File: src/rtl/icap_multiboot_seq.sv
// rtl/icap_multiboot_seq.sv - Wishbone master issuing the ICAP IPROG multiboot word sequence
module icap_multiboot_seq #(
   parameter logic [7:0]  SPI_RD_OPCODE = 8'h0B,
   parameter int unsigned ACK_TIMEOUT   = 255
) (
   input  logic        clk,
   input  logic        reset,
   input  logic        start,
   input  logic [23:0] boot_addr,
   input  logic [23:0] golden_addr,
   output logic        cyc_o,
   output logic        stb_o,
   output logic        we_o,
   output logic [31:0] dat_o,
   input  logic        ack_i,
   output logic        busy,
   output logic        done,
   output logic        error
);

   // Last ack-less WRITE cycle that is still allowed before giving up on the word.
   localparam logic [7:0] TIMEOUT_LAST = 8'(ACK_TIMEOUT - 1);
   localparam logic [3:0] LAST_INDEX   = 4'd13;

   typedef enum logic [2:0] {
      S_IDLE,
      S_WRITE,
      S_GAP,
      S_DONE,
      S_FAULT
   } state_t;

   state_t      state;
   state_t      state_next;
   logic        accept;
   logic [3:0]  index;
   logic [7:0]  tcnt;
   logic [23:0] boot_q;
   logic [23:0] golden_q;
   logic [15:0] word;

   // State register; reset abandons any sequence in progress.
   always_ff @(posedge clk or posedge reset) begin
      if (reset) begin
         state <= S_IDLE;
      end else begin
         state <= state_next;
      end
   end

   // Next-state logic; ack beats the timeout when both land on the same cycle.
   always_comb begin
      state_next = state;
      accept     = 1'b0;
      case (state)
         S_IDLE, S_DONE, S_FAULT: begin
            if (start) begin
               accept     = 1'b1;
               state_next = S_WRITE;
            end
         end
         S_WRITE: begin
            if (ack_i) begin
               state_next = (index == LAST_INDEX) ? S_DONE : S_GAP;
            end else if (tcnt == TIMEOUT_LAST) begin
               state_next = S_FAULT;
            end
         end
         S_GAP: begin
            state_next = S_WRITE;
         end
         default: begin
            state_next = S_IDLE;
         end
      endcase
   end

   // Word index, per-word ack timeout counter and the addresses captured at start.
   always_ff @(posedge clk or posedge reset) begin
      if (reset) begin
         index    <= 4'd0;
         tcnt     <= 8'd0;
         boot_q   <= 24'd0;
         golden_q <= 24'd0;
      end else if (accept) begin
         index    <= 4'd0;
         tcnt     <= 8'd0;
         boot_q   <= boot_addr;
         golden_q <= golden_addr;
      end else if (state == S_WRITE) begin
         if (ack_i) begin
            tcnt <= 8'd0;
            if (index != LAST_INDEX) begin
               index <= index + 4'd1;
            end
         end else begin
            tcnt <= tcnt + 8'd1;
         end
      end
   end

   // IPROG word table: sync, address/opcode registers, IPROG command, NOOP.
   always_comb begin
      word = 16'h0000;
      case (index)
         4'd0:    word = 16'hFFFF;
         4'd1:    word = 16'hAA99;
         4'd2:    word = 16'h5566;
         4'd3:    word = 16'h3261;
         4'd4:    word = boot_q[15:0];
         4'd5:    word = 16'h3281;
         4'd6:    word = {SPI_RD_OPCODE, boot_q[23:16]};
         4'd7:    word = 16'h32A1;
         4'd8:    word = golden_q[15:0];
         4'd9:    word = 16'h32C1;
         4'd10:   word = {SPI_RD_OPCODE, golden_q[23:16]};
         4'd11:   word = 16'h30A1;
         4'd12:   word = 16'h000E;
         4'd13:   word = 16'h2000;
         default: word = 16'h0000;
      endcase
   end

   assign cyc_o = (state == S_WRITE);
   assign stb_o = (state == S_WRITE);
   assign we_o  = (state == S_WRITE);
   assign dat_o = {16'h0000, (state == S_WRITE) ? word : 16'h0000};
   assign busy  = (state == S_WRITE) || (state == S_GAP);
   assign done  = (state == S_DONE);
   assign error = (state == S_FAULT);

endmodule

File: config.mk
export PLATFORM = sky130hd
export DESIGN_NAME = icap_multiboot_seq
export DESIGN_NICKNAME = d
export VERILOG_FILES = /design/src/rtl/icap_multiboot_seq.sv
export SDC_FILE = /design/constraint.sdc
export NUM_CORES = 1
export LEC_CHECK = 0
export BUFFER_PORTS_ARGS = -buffer_cell sky130_fd_sc_hd__buf_2
export CORE_MARGIN = 2
export CORE_UTILIZATION = 50
export CTS_BUF_LIST = sky130_fd_sc_hd__clkbuf_4
export CTS_CLUSTER_DIAMETER = 100
export DETAILED_ROUTE_END_ITERATION = 7
export PLACE_DENSITY = 0.79
export SLEW_MARGIN = 20
export SYNTH_ARGS = -nofsm -noshare
export SYNTH_HDL_FRONTEND = slang
export SYNTH_SLANG_ARGS = --single-unit
File: constraint.sdc
create_clock -name clk -period 1.95 [get_ports clk]
set_input_delay 0.39 -clock clk [delete_from_list [all_inputs] [get_ports clk]]
set_output_delay 0.39 -clock clk [all_outputs]
set_load 0.005 [all_outputs]
==> flow_metrics.env <==
export IMPL_critPathMaxFanout=7
export IMPL_finalCriticalPeriod_ns=2.42
export IMPL_initial_utilization_pct=51.7
export IMPL_swShare_pct=43.6
export IMPL_fin_setup_tns_ns=-7.10
export IMPL_ys_warn_count=0
export IMPL_yosysMostFrequentCell="nand2_1"
export IMPL_criticalPathCategory="flip-flop to output pin"
export IMPL_insertedDiodeCount=0
export IMPL_drive_above_1_share_pct=34.5
export IMPL_io_buffers=73
export IMPL_routed_wl_mm=10.1
export IMPL_cp_end_kind="output pin"
export IMPL_syn2layout_area_growth_pct=32.9
export IMPL_synth_compound_area_share_pct=16.7
export IMPL_grt_max_degree=53
export IMPL_regArea_um2=1580
export IMPL_setup_ws_ns=-0.472
export IMPL_hold_path_depth=3
export IMPL_p_int_w=0.00416
export IMPL_setup_viol=17
export IMPL_period_share_pct=124
export IMPL_core_area_um2=6830
export IMPL_synth_simple_area_share_pct=26.8
export IMPL_start_kind="flip-flop"
export IMPL_static_leakage_power_nw=2.36
export IMPL_yosysSeqAreaShare_pct=44.6
export IMPL_vias_per_cell=5.33
export IMPL_rr_startpoint="index[0]"
export IMPL_pwr_share_seq_pct=30.6
export IMPL_synth_top_family_by_area="simple AND/OR/NAND/NOR gates"
export IMPL_netlist_instances=448
export IMPL_grt_pass1_wl_mm=16.0
export IMPL_regToRegSetupSlack_ns=-0.01
export IMPL_gp_congestion=0.948
export IMPL_dieArea_um2=7760
export IMPL_numCtsBuffers=9
export IMPL_pwr_share_clk_pct=10.2
export IMPL_fp_dieW_um=88.1
export IMPL_hp_class="input port to flip-flop"
export IMPL_clkSinkCount=63
export IMPL_synthArstFlopShare_pct=100
export IMPL_drv_cap=0
export IMPL_hpwl_mm=6.90
export IMPL_grt_antenna_before_repair=0
export IMPL_ios=90
export IMPL_violations="negative setup slack"
export IMPL_wire_per_inst_um=15.3
export IMPL_fin_skew_ns=0.0102
export IMPL_vias=3515
export IMPL_synth_main_ff_cell="dfrtp_1"
export IMPL_dp_cells=635
export IMPL_stdcell_count=659
export IMPL_multi_input_area_um2=1960
export IMPL_ant_nets=0
export IMPL_timing_fmax_mhz=413
export IMPL_combPwrFrac_pct=59.2
export IMPL_cts_root_buf="clkbuf_4"
export IMPL_fillerInstances=584
export IMPL_hold_path_startpoint="golden_addr[12]"
export IMPL_synth_fa_ha_area_share_pct=2.12
export IMPL_finalNetCount=616
export IMPL_cp_arrival_ns=2.03
export IMPL_grt_ovfl_total=0
export IMPL_htree_num_levels=3
export IMPL_cts_reportedPaths_clkPinSlew_ns=0.11
export IMPL_synth_largest_area_cell="dfrtp_1"
export IMPL_r2r_end="index[3]"
export IMPL_power_density_nw_per_um2=1570
export IMPL_drc=0
export IMPL_cts_tree="yes"
export IMPL_switching_power_w=0.00321
export IMPL_synth_area_leaders="dfrtp_1 45%, nand2_1 18%, a21oi_1 4.4%"
export IMPL_ys_ff_latch=63
export IMPL_worstSkewPairLatency_ns=0.41
export IMPL_final_max_slew_viol_count=0
export IMPL_grt_usage_pct=26.8
export IMPL_worst_r2r_path_depth=8
export IMPL_muxShareOfSynthArea_pct=0.283
export IMPL_rsz0062_at_grt="yes"
export IMPL_min_to="golden_q[12]"
export IMPL_hold_violations=0
export IMPL_synthesis_area_um2=3530
export IMPL_drt_iter0_drc=440
export IMPL_netlist_top_cells_count="168 x nand2_1, 63 x dfrtp_1, 31 x a21oi_1"
export IMPL_outcome="complete, but fails checks"
export IMPL_die_height_um=88.1
export IMPL_synth_cell_types=49
export IMPL_grt_pass1_vias=3317
export IMPL_cts_path_max_buffers=2
export IMPL_post_synth_cell_area_avg_um2=7.89
export IMPL_required_ns=1.56
export IMPL_ir_drop_mv=0.682
export IMPL_firstDrtPassIters=5
export IMPL_yosysTopAreaCellShare_pct=44.6
export IMPL_fp_row_count=30
export IMPL_synth_xor_area_share_pct=0.744
export IMPL_synth_edf_count=0
-- power by group through the flow --
stage / Combinational (W) / Sequential, W / Clock (W)
global route: 0.00477 / 0.00230 / 0.000824
finish: 0.00436 / 0.00225 / 0.000754
detailed placement: 0.00370 / 0.00223 / 0
CTS: 0.00404 / 0.00222 / 0.000765
floorplan: 0.00228 / 0.00210 / 0
global placement: 0.00359 / 0.00221 / 0
-- worst max-delay path: stages, from the launching register on --
cell,delay [ns]
dfrtp_2,0.48
inv_4,0.07
ha_4,0.19
buf_6,0.14
o31ai_4,0.25
buf_6,0.17
buf_12,0.13
nor2_1,0.06
buf_2,0.12
-- metal layers --
metal | part of all wire [%] | vias to the layer above | global-route usage, % | routed length (µm)
met4 | 2.0 | 0 | 9.37 | 198
met5 | 0 | - | 0 | 0
met1 | 42 | 1653 | 36.4 | 4250
li1 | - | 1685 | - | -
met2 | 50 | 154 | 43.0 | 5010
met3 | 6.1 | 23 | 5.18 | 612
-- cell families after synthesis --
family,after synthesis
and+or+nand+nor,226
buffers and inverters,55
DFF,63
xor gates and xnor gates,3
AOI/OAI and AO/OA,93
other,1
adders and majority gates,6
muxes,1
-- area by class of cell --
type,instances,area share [%]
tap,96,2.56
multi-input combinational,345,41.7
clock inverter,5,0.533
timing repair buffer,130,18.8
clock buffer,11,1.76
inverter,9,1.01
sequential,63,33.6
-- registers in the layout, indices dropped and copies added (netlist names) --
| signal | flops |
|---|---|
| tcnt | 8 |
| state | 3 |
| index | 4 |
| golden_q | 24 |
| boot_q | 24 |
-- worst max-delay path by stage --
| stage | startpoint | endpoint | slack [ns] | depth (start not counted) |
|---|---|---|---|---|
| after floorplan | index[0] | dat_o[8] | 0.03 | 6 |
| after global placement | index[1] | dat_o[0] | -0.02 | 8 |
| after detailed placement | index[1] | dat_o[0] | -0.11 | 8 |
| after CTS | index[0] | dat_o[3] | -0.43 | 8 |
| after global routing | index[0] | dat_o[3] | -0.57 | 8 |
| final | index[1] | dat_o[15] | -0.47 | 8 |
-- what timing repair did --
action,CTS,global route
gates resized for setup,26,33
hold buffers,1,0
endpoints found under the hold margin,18,0
setup endpoints to repair,16,20
pin swaps,7,9
setup buffers,4,3
-- through the flow --
step	total power [W]	hold WS, ns	instance area (µm²)	utilization [%]	setup WS (ns)
after floorplan	0.00437	0.438	3610	-	0.0333
after global placement	0.00581	0.431	4270	62.5	-0.0239
after detailed placement	0.00593	0.431	4270	62.5	-0.110
after CTS	0.00702	0.156	4540	66.4	-0.434
after global routing	0.00789	0.153	4690	68.7	-0.573
final	0.00737	0.167	4690	68.7	-0.472
-- cell usage in the layout (no fill, tap or decap), types with 3 or more instances in the layout --
cell      synthesis  final
a21oi_2           0      9
nand2b_1          5      3
nor2b_2           0      3
nor2_1           26     19
a21oi_1          31     22
nor2_2            0      4
ha_4              0      3
conb_1            1     16
nor2_4            0      3
nand2_1         168    168
buf_6             1      7
o211ai_1          5      5
nor3_1            4      3
clkbuf_4          0     11
a22o_1            6      6
xnor2_1           3      3
nand3_1           6      6
buf_2            16     73
dfrtp_1          63     61
o21ai_0          19     17
inv_1             8      5
buf_4            18     44
nand4_1           3      3
buf_12            0      5
a31oi_1           6      3
No activity file was read; power rests on OpenSTA's default activity.
